==> src/rtl/dff_reg_arbiter_if.sv <==
// dff_reg_arbiter_if: request/grant/data bundle between N requesters and the
//   shared-register arbiter. Optional burst-hold field lock exists only when
//   DFF_ARB_LOCK_EN is defined.
// Ports (as fields): req[N], din[N*WIDTH], lock[N] (requester -> arbiter);
//   gnt[N], q[WIDTH], owner[$clog2(N)], valid (arbiter -> requesters).
// Modports: master = requester side, slave = arbiter side.
interface dff_reg_arbiter_if #(
  parameter int N     = 4,
  parameter int WIDTH = 8
);
  logic [N-1:0]         req;
  logic [N*WIDTH-1:0]   din;
`ifdef DFF_ARB_LOCK_EN
  logic [N-1:0]         lock;
`endif
  logic [N-1:0]         gnt;
  logic [WIDTH-1:0]     q;
  logic [$clog2(N)-1:0] owner;
  logic                 valid;

  modport master (
    output req, din,
`ifdef DFF_ARB_LOCK_EN
    output lock,
`endif
    input  gnt, q, owner, valid
  );

  modport slave (
    input  req, din,
`ifdef DFF_ARB_LOCK_EN
    input  lock,
`endif
    output gnt, q, owner, valid
  );
endinterface

==> src/rtl/dff_reg_arbiter.sv <==
// dff_reg_arbiter: round-robin arbiter that is the sole writer of one shared
//   WIDTH-bit register. Grant registered in IDLE, write on the following edge
//   if the granted requester still requests (else the write is cancelled).
// Latency: REQ at edge t -> GNT during [t,t+1) -> Q updated at edge t+1.
// Backpressure: one write per 2 cycles; with DFF_ARB_LOCK_EN defined, a
//   requester holding REQ&LOCK keeps the grant and writes every cycle.
// Ports: i_clk, i_rst (async active-high), bus (dff_reg_arbiter_if.slave).
module dff_reg_arbiter #(
  parameter int N     = 4,
  parameter int WIDTH = 8
) (
  input  logic             i_clk,
  input  logic             i_rst,
  dff_reg_arbiter_if.slave bus
);
  localparam int PW = $clog2(N);

  localparam logic [0:0] S_IDLE = 1'b0;
  localparam logic [0:0] S_BUSY = 1'b1;

  logic [0:0]       r_state;
  logic [N-1:0]     r_gnt;
  logic [PW-1:0]    r_sel;
  logic [PW-1:0]    r_ptr;
  logic [PW-1:0]    r_owner;
  logic [WIDTH-1:0] r_q;
  logic             r_valid;

  logic [PW-1:0]    w_idx;
  logic [PW-1:0]    w_pick;
  logic [N-1:0]     w_pick_oh;
  logic [WIDTH-1:0] w_din_sel;
  logic             w_sel_req;
  logic             w_hold;

  // Round-robin pick: scan from the farthest candidate back to r_ptr+1 so the
  // last hit (nearest to r_ptr+1) wins.
  always_comb begin
    w_pick = '0;
    w_idx  = '0;
    for (int j = N; j >= 1; j--) begin
      w_idx = PW'((int'(r_ptr) + j) % N);
      if (bus.req[w_idx]) w_pick = w_idx;
    end
  end

  always_comb begin
    w_pick_oh         = '0;
    w_pick_oh[w_pick] = 1'b1;
  end

  always_comb begin
    w_din_sel = '0;
    for (int i = 0; i < N; i++) begin
      if (r_sel == PW'(i)) w_din_sel = bus.din[i*WIDTH +: WIDTH];
    end
  end

  // r_gnt is one-hot on r_sel while BUSY, so masking REQ with it gives REQ[k].
  assign w_sel_req = |(bus.req & r_gnt);

`ifdef DFF_ARB_LOCK_EN
  assign w_hold = |(bus.req & bus.lock & r_gnt);
`else
  assign w_hold = 1'b0;
`endif

  always_ff @(posedge i_clk or posedge i_rst) begin
    if (i_rst) begin
      r_state <= S_IDLE;
      r_gnt   <= '0;
      r_sel   <= '0;
      r_ptr   <= PW'(N - 1);
      r_owner <= '0;
      r_q     <= '0;
      r_valid <= 1'b0;
    end else if (r_state == S_IDLE) begin
      if (|bus.req) begin
        r_gnt   <= w_pick_oh;
        r_sel   <= w_pick;
        r_state <= S_BUSY;
      end else begin
        r_gnt   <= '0;
      end
    end else begin
      if (w_sel_req) begin
        r_q     <= w_din_sel;
        r_owner <= r_sel;
        r_valid <= 1'b1;
        r_ptr   <= r_sel;
      end
      // A withdrawn request cancels the write but still releases the grant.
      if (!w_hold) begin
        r_gnt   <= '0;
        r_state <= S_IDLE;
      end
    end
  end

  assign bus.gnt   = r_gnt;
  assign bus.q     = r_q;
  assign bus.owner = r_owner;
  assign bus.valid = r_valid;
endmodule

==> src/flat_wrapper.sv <==
// flat-port wrapper written by rule: the top's interface ports become plain ports
module dff_reg_arbiter_flat 
#(
  parameter int N     = 4,
  parameter int WIDTH = 8
)
  (i_clk, i_rst, bus_req, bus_din, bus_gnt, bus_q, bus_owner, bus_valid);
  dff_reg_arbiter_if #(.N(N), .WIDTH(WIDTH)) bus_i ();
  input  logic i_clk;
  input  logic i_rst;
  input wire logic [$bits(bus_i.req)-1:0] bus_req;
  input wire logic [$bits(bus_i.din)-1:0] bus_din;
  output wire logic [$bits(bus_i.gnt)-1:0] bus_gnt;
  output wire logic [$bits(bus_i.q)-1:0] bus_q;
  output wire logic [$bits(bus_i.owner)-1:0] bus_owner;
  output wire logic [$bits(bus_i.valid)-1:0] bus_valid;
  assign bus_i.req = bus_req;
  assign bus_i.din = bus_din;
  assign bus_gnt = bus_i.gnt;
  assign bus_q = bus_i.q;
  assign bus_owner = bus_i.owner;
  assign bus_valid = bus_i.valid;
  dff_reg_arbiter #(.N(N), .WIDTH(WIDTH)) u_core (.i_clk(i_clk), .i_rst(i_rst), .bus(bus_i));
endmodule
==> config.mk <==
export PLATFORM = sky130hd
export DESIGN_NAME = dff_reg_arbiter_flat
export DESIGN_NICKNAME = d
export VERILOG_FILES = /design/src/rtl/dff_reg_arbiter_if.sv /design/src/rtl/dff_reg_arbiter.sv /design/src/flat_wrapper.sv
export SDC_FILE = /design/constraint.sdc
export NUM_CORES = 1
export LEC_CHECK = 0
export ABC_AREA = 1
export BUFFER_PORTS_ARGS = -buffer_cell sky130_fd_sc_hd__buf_2
export CAP_MARGIN = 20
export CORE_MARGIN = 2
export CORE_UTILIZATION = 42
export DETAILED_ROUTE_END_ITERATION = 8
export PLACE_DENSITY = 0.8
export SYNTH_ARGS = -nofsm -noshare
export SYNTH_HDL_FRONTEND = slang
export SYNTH_SLANG_ARGS = --single-unit
==> constraint.sdc <==
create_clock -name i_clk -period 1.41 [get_ports i_clk]
set_input_delay 0.2115 -clock i_clk [delete_from_list [all_inputs] [get_ports i_clk]]
set_output_delay 0.2115 -clock i_clk [all_outputs]
set_load 0.005 [all_outputs]
Word level (Yosys, flattened, before mapping)
Cells that the tools add are included.
{ "classes": {"n_reduce_logical": 6, "eq_ne": 3, "muxes": 22, "mul": 0, "div": 0, "n_lt_le_gt_ge": 6, "n_addsub": 4, "n_shift": 0, "bitwise": 2} }
{ "ops": {"columns": ["op", "n"], "rows": [
  ["$mux W8", 4],
  ["$lt A2 B3 Y1 const B", 5],
  ["$bmux W1 S2", 4],
  ["$mux W2", 4],
  ["$mux W4", 2],
  ["$reduce_or A4 Y1", 2],
  ["$mux W1", 7],
  ["$add A2 B1 Y2 const B", 2],
  ["$add A2 B2 Y2 const B", 2],
  ["$and A4 B4 Y4", 1],
  ["$eq A2 B2 Y1 const B", 2],
  ["$reduce_and A2 Y1", 2],
  ["$demux W1 S2", 1],
  ["$eq A2 B1 Y1 const B", 1],
  ["$ge A2 B1 Y1 const B", 1],
  ["$logic_not A2 Y1", 1],
  ["$logic_and A1 B1 Y1", 1],
  ["$not A1 Y1", 1]
]} }
{ "totals": {"latchBits": 0, "ram_bits": 0, "word_cells": 50, "output_inout_bits": 15, "register_bits": 20, "mem_count": 0, "mem_bits_ro": 0} }

Depth between registers and ports, before layout
Gate-level depths: netlist of the first run.
{ "depth": {"depth_word": 13, "depth_mapped": 12, "mapped_depth_nobuf": 11} }

Worst setup path after synthesis of the first run
Ideal clock, no wire load.
{ "synth_timing": {"path_kind": "register to register", "startpoint": "reg u_core.r_ptr[0]", "endpoint": "reg u_core.r_sel[0]", "stages_incl_launch_ff": 13, "t_required_ps": 1293, "arrival_time_ps": 1229, "path_slack_ps": 64, "cell_sequence": "dfstp_2 -> buf_6 -> inv_8 -> nand2_2 -> nand2_2 -> nand2_1 -> nand2_1 -> nand2_2 -> nand2_2 -> nand2_2 -> nand2_2 -> nand2_1 -> nand2_1"} }
{ "synth_between": {"elab_chain_cells": 7, "word_cells_on_any_way": 16, "cone_classes": "add/sub (4); mux (12)"} }
{ "synth_rtl": {"columns": ["element", "line_no", "text"], "rows": [
  ["start, declared", "dff_reg_arbiter.sv:24", "logic [PW-1:0] r_ptr;"],
  ["start signal, assigned", "dff_reg_arbiter.sv:73", "r_ptr <= PW'(N - 1);"],
  ["start signal, assigned", "dff_reg_arbiter.sv:90", "r_ptr <= r_sel;"],
  ["$add A2 B1 Y2", "dff_reg_arbiter.sv:42", "w_idx = PW'((int'(r_ptr) + j) % N);"],
  ["$bmux W1 S2", "dff_reg_arbiter.sv:43", "if (bus.req[w_idx]) w_pick = w_idx;"],
  ["$mux W1 (implied by the code)", "dff_reg_arbiter.sv:43", null],
  ["$mux W2 (3 in a row)", "dff_reg_arbiter.sv:43", null],
  ["$mux W2 *", "dff_reg_arbiter.sv:43", null],
  ["end signal, assigned", "dff_reg_arbiter.sv:80", "r_sel <= w_pick;"],
  ["end, declared", "dff_reg_arbiter.sv:23", "logic [PW-1:0] r_sel;"]
]} }
Mark *: on every way between the ends. The rest lies on a longest branch, timed or not. The select of a mux whose other input is x is not followed.
A chain may end at the register's enable or synchronous reset.

Worst setup path after layout of the first run
Same ends and word-level chain as after synthesis.

==> results of run 1 <==
## critical path, delay by kind of cell (launching register included)
kind | cells | cell delay (ns)
buffers and inverters | 2 | 0.10
and+or+nand+nor | 9 | 0.62
DFF | 1 | 0.68
## per-layer routing
metal	global-route usage	share of wire
met5	0	0
met4	0.0698	0.023
met3	0.0431	0.042
met2	0.321	0.50
met1	0.240	0.44
## cell type report
| cell class | instances | area [um^2] |
|---|---|---|
| clock buffer | 3 | 22.5 |
| clock inverter | 1 | 30.0 |
| fill | 283 | 1170 |
| inverter | 16 | 70.1 |
| multi-input combinational | 120 | 596 |
| sequential | 20 | 503 |
| tap | 31 | 38.8 |
| timing repair buffer | 58 | 308 |
## timing repair
item	in CTS	in global routing
hold endpoints to repair	18	0
buffers inserted	1	0
resized for setup	3	0
hold buffers	1	0
pin swaps	3	0
setup endpoints to repair	6	7
## registers in the layout, summed over array words and instances, names as in the netlist
signal and cells:
u_core.r_sel 2, u_core.bus.valid 1, u_core.r_ptr 2, u_core.r_state 1, u_core.bus.gnt 4, u_core.bus.owner 2, u_core.bus.q 8
## power groups by stage
stage               sequential, mW  clock (mW)  combinational (mW)
CTS                           1.01       0.477                1.78
finish                        1.01       0.463                1.76
global route                  1.04       0.497                1.99
floorplan                    0.944           0                1.32
detailed placement            1.02           0                1.72
global placement              1.00           0                1.68
## worst max-delay path by stage
stage                                              to  depth (start not counted)
after global placement    u_core.bus.gnt[1]$_DFF_PP0_                         11
after CTS                 u_core.r_sel[0]$_DFFE_PP0P_                         11
after floorplan           u_core.r_sel[0]$_DFFE_PP0P_                         12
after detailed placement  u_core.r_sel[0]$_DFFE_PP0P_                         11
after global routing      u_core.r_sel[0]$_DFFE_PP0P_                         11
final                     u_core.r_sel[0]$_DFFE_PP0P_                         11
## placed cells by master (no fill, tap or decap), types with 3 or more instances in the layout
cell	count
a31oi_1	8
buf_2	52
buf_4	5
clkbuf_4	3
dfrtp_1	18
inv_1	9
inv_2	5
nand2_1	50
nand2_2	15
nand3_1	21
nor2_2	5
o21ai_0	3
o21ai_1	8
## cells by family after synthesis
kind of cell	synth area share
DFF	0.421
AOI/OAI and AO/OA	0.111
buffers and inverters	0.0879
and+or+nand+nor	0.380
## stage by stage
stage,area (um^2),TNS (ns),utilization
after floorplan,1190,0,-
after global placement,1490,-0.0585,0.545
after detailed placement,1490,-0.334,0.545
after CTS,1570,-0.494,0.573
after global routing,1570,-1.07,0.573
final,1570,-0.437,0.573
==> impl_metrics.ini, run 1 <==
[status]
status = finished with violations
violations = setup timing

[global_routing]
grt_pass1_wl_mm = 4.97
antenna_found_initial = 0
grt_overflow_total = 0
grt_pass1_vias = 1179
grt_use_total = 0.191
grt_max_degree = 21

[placement]
dp_cells = 243
place_ws_ns = -0.0838
place_congestion = 0.893
io_buffers = 52
dp_hpwl_mm = 2.36

[yosys]
synth_nets = 199
ys_types = 24
postSynthAreaPerCell_um2 = 7.42
yosys-top-cells-count = 52 x nand2_1, 21 x nand3_1, 18 x dfrtp_1
synthArstFlopShare = 1.00
ys_seq_area_frac = 0.421
netlist.area_leader.share = 0.377
synth_seq_cells = 20
syn_inst = 161
syn_area_um2 = 1190
synth_top_area_cell = dfrtp_1
synth_edf_count = 0
synth_ff_type = dfrtp_1
synth_warnings = 0
ys_top_cells_by_area = dfrtp_1 38%, nand2_1 16%, nand3_1 8.8%
yosysMostFrequentCell = nand2_1

[cells_and_area]
layout-drive-gt1-share = 0.431
antenna_cells = 0
finalNetCount = 257
instances_no_fill = 249
area.growth.synth_to_final_pct = 31.2

[die]
ioPinCount = 53
die_w_um = 57.3
start_util = 0.437
die_h_um = 57.3
rows = 19
die_area_um2 = 3290
core_region_area_um2 = 2730

[clock_network]
root_buffer = clkbuf_4
path_clk_slew_ns = 0.12
tritoncts = yes
clkLatencyLatePin_ns = 0.30
numCtsBuffers = 3
h-tree-depth = 1
clock_sinks = 20
clock_path_buffers = 2

[setup_path]
max_stage_delay_ns = 0.68
worstSetupStartpoint = u_core.r_ptr[0]$_DFFE_PP1P_
rr_worst_depth = 11
critPathSlowestCell = dfstp_2
crit_path_end_kind = flip-flop
path_class = flip-flop to flip-flop
cp-start-kind = flip-flop
worst-path-max-fanout = 8
cp_cell_sequence = inv_8 -> nand2_2 -> nand3_1 -> nand2_1 -> inv_1 -> nand2_2 -> nand2_2 -> nand2_2 -> nand2_2 -> nand2_1 -> nand2_1
worstReg2RegEnd = u_core.r_sel[0]$_DFFE_PP0P_
rrSetupSlack_ns = -0.10
cp.required_ns = 1.61
critical_path.most_common_cell = nand2_2
rr_startpoint = u_core.r_ptr[0]$_DFFE_PP1P_
arrival_ns = 1.71

[drt]
drt-vias-per-instance = 4.98
initialDrtViolationCount = 40
postRouteAntennaNets = 0
drc = 0
routed_wl_mm = 2.91
num_vias = 1240
wl_per_cell_um = 11.7
drt-pass1-iter-count = 4

[power]
switching_share = 0.444
p_per_area_nw_per_um2 = 2060
p_sw_mw = 1.43
power_mw = 3.23
combPwrFrac = 0.545
p_leak_nw = 0.864
p_seq_frac = 0.312
vdd.ir_drop.worst_mv = 1.44
clkPwrFrac = 0.143
internal-power_mw = 1.80

[worst_hold_path]
min_to = u_core.bus.q[3]$_DFFE_PP0P_
holdCritPathClass = primary input to flip-flop
holdPathStages = 3
hold_path.startpoint = bus_din[27]

[timing]
post-route-min-period_ns = 1.51
max_freq_mhz = 662
setup_ws_ns = -0.101
min_period_over_period = 1.07
fin_worst_skew_ns = 0.00918
rsz0062_at_grt = true
hold_viol = 0
tightest_slew_ns = 0.336
setup_violations = 6
drv_slew = 0
relSlewSlack = 0.776
whs_ns = 0.195

[job]
cap_violations = 0
No activity file was read; power rests on OpenSTA's default activity.
==> run 2: changes to the inputs <==
Settings changed: PLACE_DENSITY 0.8 to 0.87.
Clock period 1.41 ns to 1.3 ns, I/O delays scaled along.
==> impl_metrics.ini, run 2 (synthesis results as in run 1) <==
[clock_network]
path_clk_slew_ns = 0.12
numCtsBuffers = 3
clock_path_buffers = 2
clock_sinks = 20
tritoncts = yes
root_buffer = clkbuf_4
h-tree-depth = 1
clkLatencyLatePin_ns = 0.32

[power]
clkPwrFrac = 0.131
power_mw = 3.99
p_sw_mw = 1.85
internal-power_mw = 2.14
p_leak_nw = 0.905
switching_share = 0.464
combPwrFrac = 0.600
p_per_area_nw_per_um2 = 2360
p_seq_frac = 0.269
vdd.ir_drop.worst_mv = 1.36

[job]
cap_violations = 0

[die]
rows = 19
die_w_um = 57.3
start_util = 0.437
die_area_um2 = 3290
die_h_um = 57.3
ioPinCount = 53
core_region_area_um2 = 2730

[setup_path]
timing.critical_path.to = u_core.bus.gnt[3]$_DFF_PP0_
path_class = flip-flop to flip-flop
crit_path_end_kind = flip-flop
cp-start-kind = flip-flop
worst-path-max-fanout = 8
worstReg2RegEnd = u_core.bus.gnt[3]$_DFF_PP0_
rr_startpoint = u_core.r_ptr[0]$_DFFE_PP1P_
arrival_ns = 1.74
cp.required_ns = 1.52
worstSetupStartpoint = u_core.r_ptr[0]$_DFFE_PP1P_
rrSetupSlack_ns = -0.22
rr_worst_depth = 12

[timing]
setup_ws_ns = -0.219
hold_viol = 0
min_period_over_period = 1.17
relSlewSlack = 0.828
max_freq_mhz = 658
tightest_slew_ns = 0.258
setup_violations = 6
fin_worst_skew_ns = 0.00625
whs_ns = 0.163
post-route-min-period_ns = 1.52
rsz0062_at_grt = true
finalSetupTns_ns = -1.17
drv_slew = 0

[cells_and_area]
mostFrequentLayoutCells = 52 x buf_2, 39 x nand2_1, 23 x nand2_2, 18 x nand3_1, 17 x dfrtp_1
final_area_um2 = 1690
layout_commonest_cell = buf_2
fillCellCount = 220
finalNetCount = 260
multiInputGateArea_um2 = 674
regArea_um2 = 504
antenna_cells = 0
largest_register_ffs = 8
layout-drive-gt1-share = 0.520
area.growth.synth_to_final_pct = 41.3

[global_routing]
grt_pass1_wl_mm = 5.37
grt_max_degree = 21
grt_pass1_vias = 1281
grt_overflow_total = 0
grt_use_total = 0.209
antenna_found_initial = 0

[status]
violations = setup timing
status = finished with violations

[drt]
drt-vias-per-instance = 5.13
drt-pass1-iter-count = 4
initialDrtViolationCount = 55
postRouteAntennaNets = 0
drc = 0
num_vias = 1293
routed_wl_mm = 3.38
wl_per_cell_um = 13.4

[placement]
place_area_um2 = 1510
dp_hpwl_mm = 2.38
place_congestion = 0.905
io_buffers = 52
place_ws_ns = -0.172

[worst_hold_path]
holdCritPathClass = primary input to flip-flop
==> run 2: cell types whose count changed in the layout (fill, tap and decap cells not counted), sizes merged <==
cell / change
buf: +3
==> run 2: cell type report <==
cell class              count  area share
well taps                  31      0.0230
flip-flops and latches     20       0.299
repair buffers             61       0.203
inverters                  16      0.0445
clock buffers               3      0.0133
multi-input cells         120       0.400
clock inverters             1      0.0178
==> run 2: critical path, stage by stage, from the launching register on <==
cell and delay [ns]:
dfstp_2 0.56, buf_12 0.14, inv_8 0.04, nand2_2 0.06
nand2_2 0.08, nand2_2 0.09, nand2_2 0.06, inv_2 0.08
nand2_2 0.07, nand2_4 0.07, nand2_4 0.06, inv_2 0.07
nor2_2 0.04
==> run 2: power groups by stage <==
stage               combinational [mW]  sequential, mW  clock [mW]
floorplan                         1.45            1.02           0
global placement                  1.87            1.08           0
detailed placement                1.93            1.09           0
CTS                               2.17            1.04       0.518
global route                      2.67            1.09       0.551
finish                            2.39            1.07       0.521
==> run 2: what timing repair did <==
item | CTS | global route
gates resized for setup | 12 | 16
buffers inserted | 2 | 0
pin swaps | 4 | 6
hold endpoints to repair | 18 | 0
hold buffers | 1 | 0
endpoints found under the setup margin | 6 | 14
==> run 2: routing by layer <==
metal	GRT usage	share of wire	vias up
met5	0	0	-
li1	-	-	648
met1	0.242	0.39	585
met2	0.364	0.52	46
met3	0.0385	0.044	14
met4	0.113	0.038	0
==> run 2: worst min path at each step <==
| stage | start | end | slack [ns] | cells after the start |
|---|---|---|---|---|
| floorplan | i_rst | u_core.bus.gnt[0]$_DFF_PP0_ | 0.16 | 1 |
| global placement | i_rst | u_core.bus.q[0]$_DFFE_PP0P_ | 0.23 | 3 |
| detailed placement | i_rst | u_core.bus.q[3]$_DFFE_PP0P_ | 0.23 | 3 |
| CTS | bus_din[31] | u_core.bus.q[7]$_DFFE_PP0P_ | 0.17 | 3 |
| global route | bus_din[30] | u_core.bus.q[6]$_DFFE_PP0P_ | 0.17 | 3 |
| finish | bus_din[31] | u_core.bus.q[7]$_DFFE_PP0P_ | 0.16 | 3 |
==> run 2: per-stage QoR <==
stage | cells | util
floorplan | 161 | -
global placement | 245 | 0.552
detailed placement | 245 | 0.552
CTS | 252 | 0.599
global route | 252 | 0.617
finish | 252 | 0.617
